**config.mk**
```make
export PLATFORM = sky130hd
export DESIGN_NAME = dmem_bank
export DESIGN_NICKNAME = d
export VERILOG_FILES = /design/src/rtl/dmem_pkg.sv /design/src/rtl/dmem_lane_align.sv /design/src/rtl/dmem_bank.sv
export SDC_FILE = /design/constraint.sdc
export NUM_CORES = 2
export LEC_CHECK = 0
export CAP_MARGIN = 20
export CORE_ASPECT_RATIO = 0.7
export CORE_UTILIZATION = 29
export DETAILED_ROUTE_END_ITERATION = 10
export DONT_BUFFER_PORTS = 1
export SLEW_MARGIN = 40
export SYNTH_ARGS = -nofsm -noshare
export SYNTH_HDL_FRONTEND = slang
export SYNTH_SLANG_ARGS = --single-unit
```
**constraint.sdc**
```tcl
create_clock -name clk -period 3.44 [get_ports clk]
set_clock_uncertainty 0.1 [all_clocks]
set_input_delay 0.344 -clock clk [delete_from_list [all_inputs] [get_ports clk]]
set_output_delay 0.344 -clock clk [all_outputs]
set_load 0.02 [all_outputs]
```
**src/rtl/dmem_pkg.sv**
```systemverilog
// rtl/dmem_pkg.sv - shared encodings and FSM state type for the MEM-stage data memory

package dmem_pkg;

  localparam logic [1:0] OP_IDLE  = 2'b00;
  localparam logic [1:0] OP_WRITE = 2'b01;
  localparam logic [1:0] OP_READ  = 2'b10;

  localparam logic [1:0] SZ_BYTE = 2'b00;
  localparam logic [1:0] SZ_HALF = 2'b01;
  localparam logic [1:0] SZ_WORD = 2'b10;

  typedef enum logic {
    CLEAR,
    RUN
  } state_t;

endpackage

```
**src/rtl/dmem_lane_align.sv**
```systemverilog
// rtl/dmem_lane_align.sv - byte-enable / store-lane replication and load extraction/extension

module dmem_lane_align
  import dmem_pkg::*;
#(
  parameter int DATA_W = 32,
  parameter int OFF_W  = $clog2(DATA_W / 8)
) (
  input  logic [1:0]        size,
  input  logic [OFF_W-1:0]  offset,
  input  logic [DATA_W-1:0] wdata,
  input  logic              unsigned_ld,
  input  logic [DATA_W-1:0] rword,
  output logic [DATA_W/8-1:0] be,
  output logic [DATA_W-1:0] wlanes,
  output logic [DATA_W-1:0] ldata
);

  localparam int NB = DATA_W / 8;

  logic [DATA_W-1:0] shifted;

  always_comb begin
    be      = '0;
    wlanes  = wdata;
    ldata   = '0;
    shifted = rword >> {offset, 3'b000};
    case (size)
      SZ_BYTE: begin
        be = NB'(1) << offset;
        for (int i = 0; i < NB; i++) wlanes[8*i +: 8] = wdata[7:0];
        ldata = unsigned_ld ? DATA_W'(shifted[7:0]) : DATA_W'($signed(shifted[7:0]));
      end
      SZ_HALF: begin
        // halves are only ever stored at even offsets, so lane parity picks the byte
        be = NB'(3) << offset;
        for (int i = 0; i < NB; i++) wlanes[8*i +: 8] = wdata[8*(i%2) +: 8];
        ldata = unsigned_ld ? DATA_W'(shifted[15:0]) : DATA_W'($signed(shifted[15:0]));
      end
      default: begin
        be     = '1;
        wlanes = wdata;
        ldata  = rword;
      end
    endcase
  end

endmodule

```
**src/rtl/dmem_bank.sv**
```systemverilog
// rtl/dmem_bank.sv - MEM-stage data memory with sub-word access, clear engine and debug port

module dmem_bank
  import dmem_pkg::*;
#(
  parameter int DATA_W      = 32,
  parameter int DEPTH       = 32,
  parameter int ADDR_W      = 32,
  parameter int PRELOAD_IDX = 20,
  parameter logic [DATA_W-1:0] PRELOAD_VAL = 32'h0000_0AAA,
  localparam int IDX_W = $clog2(DEPTH),
  localparam int OFF_W = $clog2(DATA_W / 8)
) (
  input  logic              clk,
  input  logic              rst,
  input  logic [1:0]        mem_op,
  input  logic [1:0]        size,
  input  logic              unsigned_ld,
  input  logic [ADDR_W-1:0] addr,
  input  logic [DATA_W-1:0] wdata,
  output logic [DATA_W-1:0] rdata,
  output logic              rvalid,
  output logic              err,
  output logic              ready,
  input  logic              dbg_on,
  input  logic [IDX_W-1:0]  dbg_addr,
  output logic [DATA_W-1:0] dbg_data,
  output logic              dbg_valid
);

  localparam int NB        = DATA_W / 8;
  localparam int MEM_BYTES = DEPTH * NB;
  localparam logic [IDX_W-1:0] LAST_IDX = IDX_W'(DEPTH - 1);
  localparam logic [IDX_W-1:0] PRE_IDX  = IDX_W'(PRELOAD_IDX);

  state_t            state;
  logic [IDX_W-1:0]  clr_idx;
  logic [DATA_W-1:0] mem [DEPTH];

  logic [IDX_W-1:0]  idx;
  logic [OFF_W-1:0]  offset;
  logic              out_of_range;
  logic              misaligned;
  logic              addr_err;
  logic              wr_req;
  logic [DATA_W-1:0] rword;
  logic [NB-1:0]     be;
  logic [DATA_W-1:0] wlanes;
  logic [DATA_W-1:0] ldata;

  assign idx          = addr[OFF_W +: IDX_W];
  assign offset       = addr[OFF_W-1:0];
  assign out_of_range = {1'b0, addr} >= (ADDR_W + 1)'(MEM_BYTES);

  always_comb begin
    misaligned = 1'b0;
    case (size)
      SZ_BYTE: misaligned = 1'b0;
      SZ_HALF: misaligned = offset[0];
      default: misaligned = (offset != '0);
    endcase
  end

  assign addr_err = out_of_range | misaligned;
  assign wr_req   = (state == RUN) && !dbg_on && (mem_op == OP_WRITE) && !addr_err;
  assign rword    = mem[dbg_on ? dbg_addr : idx];

  dmem_lane_align #(
    .DATA_W (DATA_W),
    .OFF_W  (OFF_W)
  ) u_align (
    .size        (size),
    .offset      (offset),
    .wdata       (wdata),
    .unsigned_ld (unsigned_ld),
    .rword       (rword),
    .be          (be),
    .wlanes      (wlanes),
    .ldata       (ldata)
  );

  // Storage has no reset of its own; the clear engine initialises it, and rst blocks in-flight writes.
  always_ff @(negedge clk) begin
    if (!rst) begin
      if (state == CLEAR) begin
        mem[clr_idx] <= '0;
        if (clr_idx == LAST_IDX) mem[PRE_IDX] <= PRELOAD_VAL;
      end else if (wr_req) begin
        for (int i = 0; i < NB; i++) begin
          if (be[i]) mem[idx][8*i +: 8] <= wlanes[8*i +: 8];
        end
      end
    end
  end

  always_ff @(negedge clk or posedge rst) begin
    if (rst) begin
      state     <= CLEAR;
      clr_idx   <= '0;
      ready     <= 1'b0;
      rdata     <= '0;
      rvalid    <= 1'b0;
      err       <= 1'b0;
      dbg_data  <= '0;
      dbg_valid <= 1'b0;
    end else begin
      rvalid    <= 1'b0;
      dbg_valid <= 1'b0;
      case (state)
        CLEAR: begin
          clr_idx <= clr_idx + 1'b1;
          if (clr_idx == LAST_IDX) begin
            state <= RUN;
            ready <= 1'b1;
          end
        end
        RUN: begin
          if (dbg_on) begin
            dbg_data  <= rword;
            dbg_valid <= 1'b1;
          end else if (mem_op == OP_WRITE) begin
            err <= addr_err;
          end else if (mem_op == OP_READ) begin
            err    <= addr_err;
            rdata  <= addr_err ? '0 : ldata;
            rvalid <= 1'b1;
          end
        end
        default: state <= CLEAR;
      endcase
    end
  end

endmodule

```
==> flow_summary.yaml <==
status:
  status: "complete, but fails checks"
  violations: "setup timing"
worst_setup_path:
  critPathCaptureType: "flop"
  critPathTopFamily: "compound AO/OA/AOI/OAI gates"
  crit_buf_inv: 1
  rr_worst_depth: 9
  start_kind: "input port"
  cp.arrival_ns: 3.19
  crit_fanout: 37
  crit_cells: 10
  crit_required_ns: 2.13
  cpMaxStageDelayCell: "o21ai_0"
  crit_type: "input port to flop"
  cpPeakStageDelay_ns: 0.60
  crit_chain: "and3b_1 > o21ai_0 > o22ai_1 > or4_4 > o22ai_2 > buf_6 > a22o_4 > a2111oi_4 > and2_4 > o41a_1"
global_route:
  gr-usage-all-layers: 0.187
  grt_pass1_wl_um: 211000
  antenna_found_initial: 7
  gr-total-overflow: 0
  grt_max_degree: 71
  grt_pass1_vias: 33300
timing:
  relSlewSlack: 0.408
  rsz0062_at_grt: "yes"
  hold_viol: 0
  whs_ns: 0.370
  setup_ws_ns: -1.06
  worst_slew_pin_slew_ns: 0.887
  setup_violations: 2081
  slew_violations: 0
route:
  drt-pass1-iter-count: 6
  routed_via_density: 5.05
  dr.first_iter.drc_count: 3517
  wl_per_cell_um: 23.3
  drc: 0
  drt.antenna.violating_nets: 0
  dr_total_vias: 32300
  routed_wl_um: 149000
min_path:
  hold_class: "flop to flop"
  hold_depth: 2
die:
  ios: 145
  initial_utilization: 0.294
  die_area_um2: 155000
  die_w_um: 471
  core_um2: 152000
  rows: 119
  fp.dieH_um: 330
final_layout:
  fin_nets: 4371
  drive_gt1_frac: 0.301
  nFillCells: 13600
  syn_to_final_growth_pct: 42.6
  fin_area_um2: 63600
  layout_common_cells: "inv_1 (1066), edfxtp_1 (992), nand2_1 (294)"
  final_cells: 6381
  mostFrequentLayoutCell: "inv_1"
pwr:
  p_leak_nw: 26.3
  p_per_area_nw_per_um2: 533
  power_w: 0.0339
  peakVddDrop_mv: 0.400
synthesis:
  synth_edf_count: 992
  syn_area_um2: 44600
  synth_flop_cell: "edfxtp_1"
  synth_nets: 2808
  async_flop_share: 0.0674
  synth.distinct_cells: 72
  synth-seq-cells: 1098
  seq_area_frac_synth: 0.724
  syn_area_per_cell_um2: 16.4
  yosys_warnings: 0
  postSynthCellCount: 2727
clocking:
  cts_hold_buffers: 0
  clk_pin_slew_ns: 0.05
  numCtsBuffers: 103
  clockRootBuffer: "clkbuf_16"
  max-clock-path-buffers: 3
  cts_max_level: 3
  cts_tree: "built"
  cts_sinks: 1098
  clk_latency_ns: 0.76
placed_design:
  place_congestion: 0.919
  placed_cells: 5085
  port_buffers: 0
  dpl_cell_area_um2: 52700
  post-dp-hpwl_um: 96900
run:
  maxCapViolCount: 0
worst reg2reg max path: cells and delay by family (launching register included):
family,cells,cell delay (ns)
AOI/OAI and AO/OA,4,0.79
buffers and inverters,1,0.17
DFF,1,0.37
muxes,1,0.46
and+or+nand+nor,3,0.83
registers in the layout (all words and copies together) (netlist names):
register / cells
mem: 1024
dbg_data: 32
rdata: 32
clr_idx: 5
dbg_valid: 1
err: 1
ready: 1
rvalid: 1
state: 1
layout make-up:
cell class	count	area, um2	area share
antenna	6	15.0	0.000236
clock buffer	111	2750	0.0432
clock inverter	1107	4620	0.0726
inverter	21	85.1	0.00134
multi-input combinational	1450	13900	0.218
sequential	1098	32300	0.508
tap	1996	2500	0.0393
timing repair buffer	592	7490	0.118
per-layer routing:
| layer | up-vias | global-route usage | share of wire |
|---|---|---|---|
| met5 | - | 0.00806 | 0.0016 |
| met4 | 8 | 0.0708 | 0.021 |
| met3 | 223 | 0.0843 | 0.13 |
| met2 | 1845 | 0.254 | 0.43 |
| met1 | 16300 | 0.257 | 0.42 |
| li1 | 13800 | - | - |
cell usage after synthesis (all sizes together) (5+ instances only):
| cell type | n | area share |
|---|---|---|
| or3 | 15 | 0.0021 |
| mux2 | 15 | 0.0039 |
| nand3 | 67 | 0.0075 |
| and2 | 16 | 0.0023 |
| a211oi | 6 | 0.0010 |
| a211o | 7 | 0.0014 |
| dfxtp | 32 | 0.014 |
| o21ai | 65 | 0.0073 |
| nor4 | 6 | 0.00084 |
| inv | 22 | 0.0019 |
| o211ai | 30 | 0.0052 |
| a2bb2oi | 8 | 0.0017 |
| nor3 | 13 | 0.0015 |
| or4 | 5 | 0.00093 |
| a311oi | 19 | 0.0037 |
| o221ai | 6 | 0.0012 |
| o31ai | 7 | 0.0013 |
| edfxtp | 992 | 0.67 |
| mux4 | 204 | 0.10 |
| nor2 | 229 | 0.019 |
| a22oi | 19 | 0.0032 |
| buf | 69 | 0.0088 |
| a32oi | 8 | 0.0016 |
| o22ai | 72 | 0.010 |
| nand2b | 26 | 0.0036 |
| and3 | 22 | 0.0031 |
| nor2b | 41 | 0.0058 |
| clkbuf | 89 | 0.0075 |
| a31oi | 20 | 0.0028 |
| nand2 | 332 | 0.028 |
| dfrtn | 74 | 0.042 |
| mux2i | 79 | 0.018 |
| a21oi | 58 | 0.0065 |
| o22a | 7 | 0.0014 |
timing repair:
action                                 in CTS  in global routing
setup endpoints to repair                2095               2096
pin swaps                                  67                 74
endpoints found under the hold margin       0                  0
setup buffers                              52                 30
gates cloned                                8                  3
gates resized for setup                   404                219
per-stage QoR:
stage	setup TNS, ns	setup slack, ns	utilization
2_1_floorplan	-2837.49	-1.70	-
3_3_place_gp	-2818.16	-1.81	0.348
3_5_place_dp	-2758.96	-1.75	0.348
4_1_cts	-824.52	-0.918	0.412
5_1_grt	-828.21	-1.01	0.419
6_report	-753.42	-1.06	0.420
power by group:
part / total (W) / internal (W) / switching (W)
registers: 0.0147 / 0.0145 / 0.000140
clock network: 0.0167 / 0.00822 / 0.00847
logic: 0.00257 / 0.00117 / 0.00140
total: 0.0339 / 0.0239 / 0.0100
final timing paths:
path / slack [ns] / to / start
worst max register to register: 0.47 / rdata[12] / mem[22][15]
worst max-delay path: -1.06 / rdata[12] / dbg_on
min in group asynchronous: 1.05 / clr_idx[3] / rst
max in group asynchronous: 1.47 / dbg_data[10] / rst
worst min-delay path: 0.37 / mem[20][2] / mem[20][2]
worst min register to register: 0.37 / mem[20][2] / mem[20][2]
cells by family after synthesis:
kind of cell | count (synthesis) | synth area share
DFF | 1098 | 0.724
and+or+nand+nor | 790 | 0.0780
AOI/OAI and AO/OA | 354 | 0.0537
muxes | 298 | 0.125
buffers and inverters | 180 | 0.0181
adders and majority gates | 4 | 0.00112
xor gates and xnor gates | 3 | 0.000589
(Power assumes the default switching activity.)
